==> config.mk <==
export PLATFORM = sky130hd
export DESIGN_NAME = nano_mem_responder
export DESIGN_NICKNAME = d
export VERILOG_FILES = /design/src/rtl/nano_mem_responder.sv
export SDC_FILE = /design/constraint.sdc
export NUM_CORES = 2
export LEC_CHECK = 0
export CORE_UTILIZATION = 45
export CTS_BUF_LIST = sky130_fd_sc_hd__clkbuf_8
export DETAILED_ROUTE_END_ITERATION = 16
export GPL_TIMING_DRIVEN = 0
export PLACE_DENSITY_LB_ADDON = 0.25
export SETUP_SLACK_MARGIN = 0.02
export SLEW_MARGIN = 20
export SYNTH_ARGS = -nofsm -noshare
export SYNTH_HDL_FRONTEND = slang
export SYNTH_SLANG_ARGS = --single-unit
export TNS_END_PERCENT = 30
==> constraint.sdc <==
create_clock -name ck -period 6.2 [get_ports ck]
set_input_delay 0.62 -clock ck [delete_from_list [all_inputs] [get_ports ck]]
set_output_delay 0.62 -clock ck [all_outputs]
set_load 0.01 [all_outputs]
==> src/rtl/nano_mem_responder.sv <==
// Memory-side responder for the NanoCPU bus: 256x16 word store that is filled by a
// valid/ready program loader while the CPU is held, then serves CPU reads/writes in RUN.
module nano_mem_responder #(
  parameter int AW    = 8,
  parameter int DW    = 16,
  parameter int DEPTH = 2**AW
) (
  input  logic          ck,
  input  logic          rst,
  input  logic [AW-1:0] address,
  input  logic [DW-1:0] dataW,
  input  logic          ce,
  input  logic          we,
  output logic [DW-1:0] dataR,
  input  logic          ld_valid,
  input  logic [DW-1:0] ld_data,
  input  logic          ld_last,
  input  logic          ld_start,
  output logic          ld_ready,
  output logic          cpu_hold,
  output logic [AW:0]   ld_count,
  output logic          bus_err
);

  typedef enum logic {S_LOAD, S_RUN} state_e;

  localparam logic [AW:0] DEPTH_C = (AW+1)'(DEPTH);

  state_e        state_q, state_d;
  logic [AW:0]   ld_count_q, ld_count_d;
  logic          bus_err_q, bus_err_d;
  logic [DW-1:0] mem_q [DEPTH];

  logic          in_load, in_run;
  logic          ld_xfer, cpu_wr, ld_full;
  logic [AW:0]   cnt_inc;

  assign in_load = (state_q == S_LOAD);
  assign in_run  = (state_q == S_RUN);
  assign ld_xfer = in_load & ld_valid;
  assign cpu_wr  = in_run & ce & we;
  assign cnt_inc = ld_count_q + 1'b1;
  assign ld_full = (cnt_inc == DEPTH_C);

  // State register and loader bookkeeping
  always_ff @(posedge ck or negedge rst) begin
    if (!rst) begin
      state_q    <= S_LOAD;
      ld_count_q <= '0;
      bus_err_q  <= 1'b0;
    end else begin
      state_q    <= state_d;
      ld_count_q <= ld_count_d;
      bus_err_q  <= bus_err_d;
    end
  end

  // Next-state logic; the DEPTH-th word forces RUN so the count never wraps
  always_comb begin
    state_d = state_q;
    unique case (state_q)
      S_LOAD: if (ld_xfer && (ld_last || ld_full)) state_d = S_RUN;
      S_RUN:  if (ld_start)                        state_d = S_LOAD;
      default:                                     state_d = S_LOAD;
    endcase
  end

  always_comb begin
    ld_count_d = ld_count_q;
    if (ld_xfer)
      ld_count_d = cnt_inc;
    else if (in_run && ld_start)
      ld_count_d = '0;
  end

  // Any CPU access while it should be held is a protocol error, sticky until reset
  assign bus_err_d = bus_err_q | (in_load & ce);

  // Output logic
  always_comb begin
    ld_ready = in_load;
    cpu_hold = in_load;
    ld_count = ld_count_q;
    bus_err  = bus_err_q;
    dataR    = '0;
    if (in_run && ce) dataR = mem_q[address];
  end

  // Storage is intentionally not reset. Loader and CPU writes are mutually
  // exclusive by state, so a write coinciding with ld_start still lands.
  always_ff @(posedge ck) begin
    if (ld_xfer)
      mem_q[ld_count_q[AW-1:0]] <= ld_data;
    else if (cpu_wr)
      mem_q[address] <= dataW;
  end

endmodule

# [Word-level counts from Yosys, hierarchy flattened]
# Memories as Yosys holds them, arrays and structs flattened.
# Cells that the tools add are included.
# W data, S select, Z words.
[word_totals] reg_bits=11 ramBits=4096 in_bits=47 out_inout_bits=28 memories=1
[mem_list] name="mem_q" depth=256 word_bits=16 rd=1 rd_ports_with_merged_regs=0 wr=1 line_no="32" text="logic [DW-1:0] mem_q [DEPTH];"
[classes] n_addsub=1 eq_ne=1 mux=14 n_bitwise=6 reduce_logical=6
[op_table] op="$mux W16" count=2
[op_table] op="$mux W9" count=2
[op_table] op="$reduce_or A16 Y1" count=1
[op_table] op="$add A9 B1 Y9 const B" count=1
[op_table] op="$eq A9 B9 Y1 const B" count=1
[op_table] op="$mux W1" count=8
[op_table] op="$mux W8" count=1
[op_table] op="$and A1 B1 Y1" count=4
[op_table] op="$logic_and A1 B1 Y1" count=3
[op_table] op="$pmux W1 S2" count=1
[op_table] op="$reduce_bool A2 Y1" count=1
[op_table] op="$logic_or A1 B1 Y1" count=1
[op_table] op="$not A1 Y1" count=1
[op_table] op="$or A1 B1 Y1" count=1

# [Longest topological paths before layout]
[depth] ltp_word=7 ltp_mapped=12 depth_no_buf=7

# [Least setup slack after synthesis]
# Ideal clock, no wire load.
[synth_timing] kind="input to register" startpoint="input we" endpoint="memory mem_q[0][10], data pin" setup_time_ps=823 arrival_time_ps=4471 required_ps=5377 path_slack_ps=907 cell_stages=5 path_buffers=2 cell_sequence="and3_1 > clkbuf_1 > buf_1 > nand2_1 > nand2_1"
[synth_between] elab_chain_len=6
[synth_rtl] element="start: declaration" line_no="13" text="input logic we,"
[synth_rtl] element="$and A1 B1 Y1" line_no="41" text="assign cpu_wr = in_run & ce & we;"
[synth_rtl] element="$mux W1" line_no="94" text="else if (cpu_wr)"
[synth_rtl] element="$mux W1" line_no="92" text="if (ld_xfer)"
[synth_rtl] element="$mux W1 (implied by the code)" line_no="95" text="mem_q[address] <= dataW;"
[synth_rtl] element="$reduce_or A16 Y1 (no source line)"
[synth_rtl] element="$mux W16 (no source line)"
[synth_rtl] element="end: declaration" line_no="32"
# Every way passes these cells.

# [Final worst setup path]
[layout_timing] startpoint="input address[1]" endpoint="output dataR[11]"
[layout_between] elab_chain_len=2
[layout_rtl] element="start: declaration" line_no="10" text="input logic [AW-1:0] address,"
[layout_rtl] element="$mem_v2 Z256 W16"
[layout_rtl] element="$mux W16" line_no="86" text="if (in_run && ce) dataR = mem_q[address];"
[layout_rtl] element="end: declaration" line_no="14" text="output logic [DW-1:0] dataR,"
# Every way passes these cells.

==> flow_summary.ini <==
[layout]
syn_to_final_growth_pct = 16.7
nFillCells = 27500
drive_gt1_share_pct = 29.6
multi_input_area_um2 = 35700
layout.cells.most_common_list = 4,096 x edfxtp_1, 755 x mux4_2, 665 x clkbuf_8
design_area_um2 = 186000
layout_commonest_cell = edfxtp_1
utilization_pct = 52.8
register_area_um2 = 123000
nets = 8681

[power_and_ir_drop]
p_int_mw = 42.7
power.density_nw_per_um2 = 310
pwr-share-seq_pct = 53.7
leakage_nw = 59.2
sw_frac_of_total_pct = 25.9
switchingPower_mw = 14.9
power_frac_comb_pct = 8.2
clockPowerShare_pct = 38.2
ir_drop_mv = 0.222

[synth]
ys.flop_type = edfxtp_1
synth.net_count = 7689
async_flop_share_pct = 0.268
avgSynthCellArea_um2 = 20.9
synth_edf_count = 4096
yosysUniqueCellTypes = 75
syn_area_um2 = 159000
ys_ff_latch = 4107
syn_inst = 7641
ys_warn_count = 0
ys_seq_area_share_pct = 77.4

[die]
rows = 218
pin_count = 75
die_area_um2 = 357000
core_area_um2 = 352000
start_util_pct = 45.2
die_w_um = 597
die_y_um = 597

[route]
post-route-drc-count = 0
antenna_left = 0
num_vias = 93700
drtIter0Drc = 16700
drt_wl_total_um = 643000
via_per_inst = 6.73
wl_per_cell_um = 46.2
drtPass1Iterations = 7

[sta]
post-route-min-period_ps = 6640
maxSlewHeadroom_pct = 7.47
fin_worst_skew_ps = 98.0
clock.fmax_mhz = 151
hold_viol = 0
hold_slack_ps = 121
finalCritPeriodShare_pct = 107
slew_violations = 0
layout_setup_ws_ps = -443
setup_tns_ps = -3070
worstMarginPinSlew_ps = 1350
setup_viol = 15
rsz0062_at_grt = false

[global_route]
grt-ovfl-total = 0
grt_pass1_wl_um = 829000
grt_usage_pct = 35.8
grt_start_max_net_pins = 81
first_global_vias = 87800
antenna_found_initial = 53

[place]
place.gp.congestion = 1.14
port_buffers = 70
dp_slack_ps = -2380
dpl_cell_area_um2 = 173000
place.detailed.hpwl_um = 451000

[clock_tree]
path_clk_slew_ps = 60
clock-sinks = 4107
clk_latency_ps = 1310
cts_made_buffers = 663
cts_root_buffer = clkbuf_8
clock_path_buffers = 4
htree_levels = 6
cts_tree = yes

[run_status]
violations = negative setup slack
outcome = finished, violations left

[critical_path]
worstReg2RegEnd = mem_q[49][9]$_DFFE_PP_
reg2reg_slack_ps = 1280
reg2reg_from = in_run$_DFF_PN0_
crit_fanout = 10
r2r_cells = 8
crit_arrival_ps = 6020
worstSetupEndpointType = output pin
critPathRequiredTime_ps = 5580
critPathLaunchType = primary input
path_class = in -> out

[job]
cap_violations = 0

[min_path]
min_to = mem_q[28][13]$_DFFE_PP_
holdCritPathClass = in -> reg
min_path_cells = 3
hp-start = dataW[13]
## state kept, by name, indices dropped and copies added (netlist names)
signal,flops
mem_q,4096
ld_count,9
in_run,1
bus_err,1
## cells by family after synthesis
group / synth area share, %
muxes: 14.5
adders and majority gates: 0.00785
xor gates and xnor gates: 0.00550
and+or+nand+nor: 2.66
AOI/OAI and AO/OA: 3.61
DFF: 77.4
buffers and inverters: 1.82
## how the worst max path moves through the flow
stage,start,endpoint,slack [ps],depth (start not counted)
after global routing,address[3],dataR[3],30,12
after global placement,ce,mem_q[98][7]$_DFFE_PP_,-5120,6
after floorplan,we,mem_q[0][10]$_DFFE_PP_,910,5
after detailed placement,address[4],dataR[7],-2380,11
after CTS,address[5],dataR[11],-70,12
final,address[1],dataR[11],-440,12
## power groups by stage
stage | Sequential [mW] | Combinational [mW] | Clock [mW]
floorplan | 31.7 | 1.84 | 0
global placement | 32.0 | 3.91 | 0
detailed placement | 31.5 | 4.37 | 0
CTS | 30.9 | 4.43 | 21.9
global route | 30.9 | 4.60 | 23.1
finish | 30.9 | 4.70 | 22.0
## cells in the mapped netlist, types with 18 or more instances
| library cell | number | area (um2) |
|---|---|---|
| edfxtp_1 | 4096 | 123000 |
| mux4_2 | 755 | 17000 |
| nor2_1 | 434 | 1630 |
| mux2i_1 | 411 | 4110 |
| nand2_1 | 177 | 664 |
| o22ai_1 | 170 | 1060 |
| clkbuf_1 | 164 | 616 |
| o21ai_0 | 126 | 631 |
| buf_2 | 124 | 621 |
| mux2_2 | 122 | 1370 |
| a22oi_1 | 112 | 841 |
| o221ai_1 | 94 | 823 |
| nand3_1 | 90 | 450 |
| nor3_1 | 72 | 360 |
| a21oi_1 | 69 | 345 |
| a221oi_1 | 69 | 604 |
| buf_4 | 60 | 450 |
| buf_6 | 58 | 653 |
| a211oi_1 | 35 | 263 |
| nand4_1 | 34 | 213 |
| buf_1 | 33 | 124 |
| nor4_1 | 29 | 181 |
| mux4_1 | 26 | 683 |
| o32ai_1 | 22 | 193 |
| a22o_1 | 18 | 158 |
| buf_8 | 18 | 270 |
## cell type report
cell class                 instances  area share [%]
tap                             4730            3.18
inverter                           3         0.00606
antenna                           48          0.0646
multi-input combinational       3066            19.2
timing repair buffer             330            3.09
buffer                           462            1.77
clock buffer                     665            4.92
clock inverter                   511            1.52
sequential                      4107            66.3
## worst max-delay path, stage by stage
cell and delay, ps:
buf_6 330, buf_4 350, buf_4 410, buf_4 430
buf_8 370, mux4_2 270, nand2_1 50, nand3_1 320
nand4_1 550, nand4b_1 920, o2bb2ai_4 610, clkdlybuf4s50_1 620
## per-layer routing
metal	up-vias	part of all wire, %	wire length, um	track usage (%)
li1	34300	-	-	-
met1	49400	35	223000	44.9
met2	8120	42	270000	50.1
met3	1893	15	94200	14.9
met4	12	8.7	56100	25.2
met5	-	0.016	106	0
## what timing repair did
| action | in CTS | in global routing |
|---|---|---|
| pin swaps | 7 | 7 |
| gates cloned | 0 | 0 |
| endpoints found under the hold margin | 12 | 0 |
| hold buffers | 3 | 0 |
| endpoints found under the setup margin | 16 | 15 |
| setup buffers | 0 | 7 |
| gates resized for setup | 223 | 38 |
## per-stage QoR
stage	cells	total power, mW
floorplan	7641	33.5
global placement	12400	35.9
detailed placement	12700	35.8
CTS	13900	57.2
global route	13900	58.6
finish	13900	57.6
No activity file was read; power rests on OpenSTA's default activity.
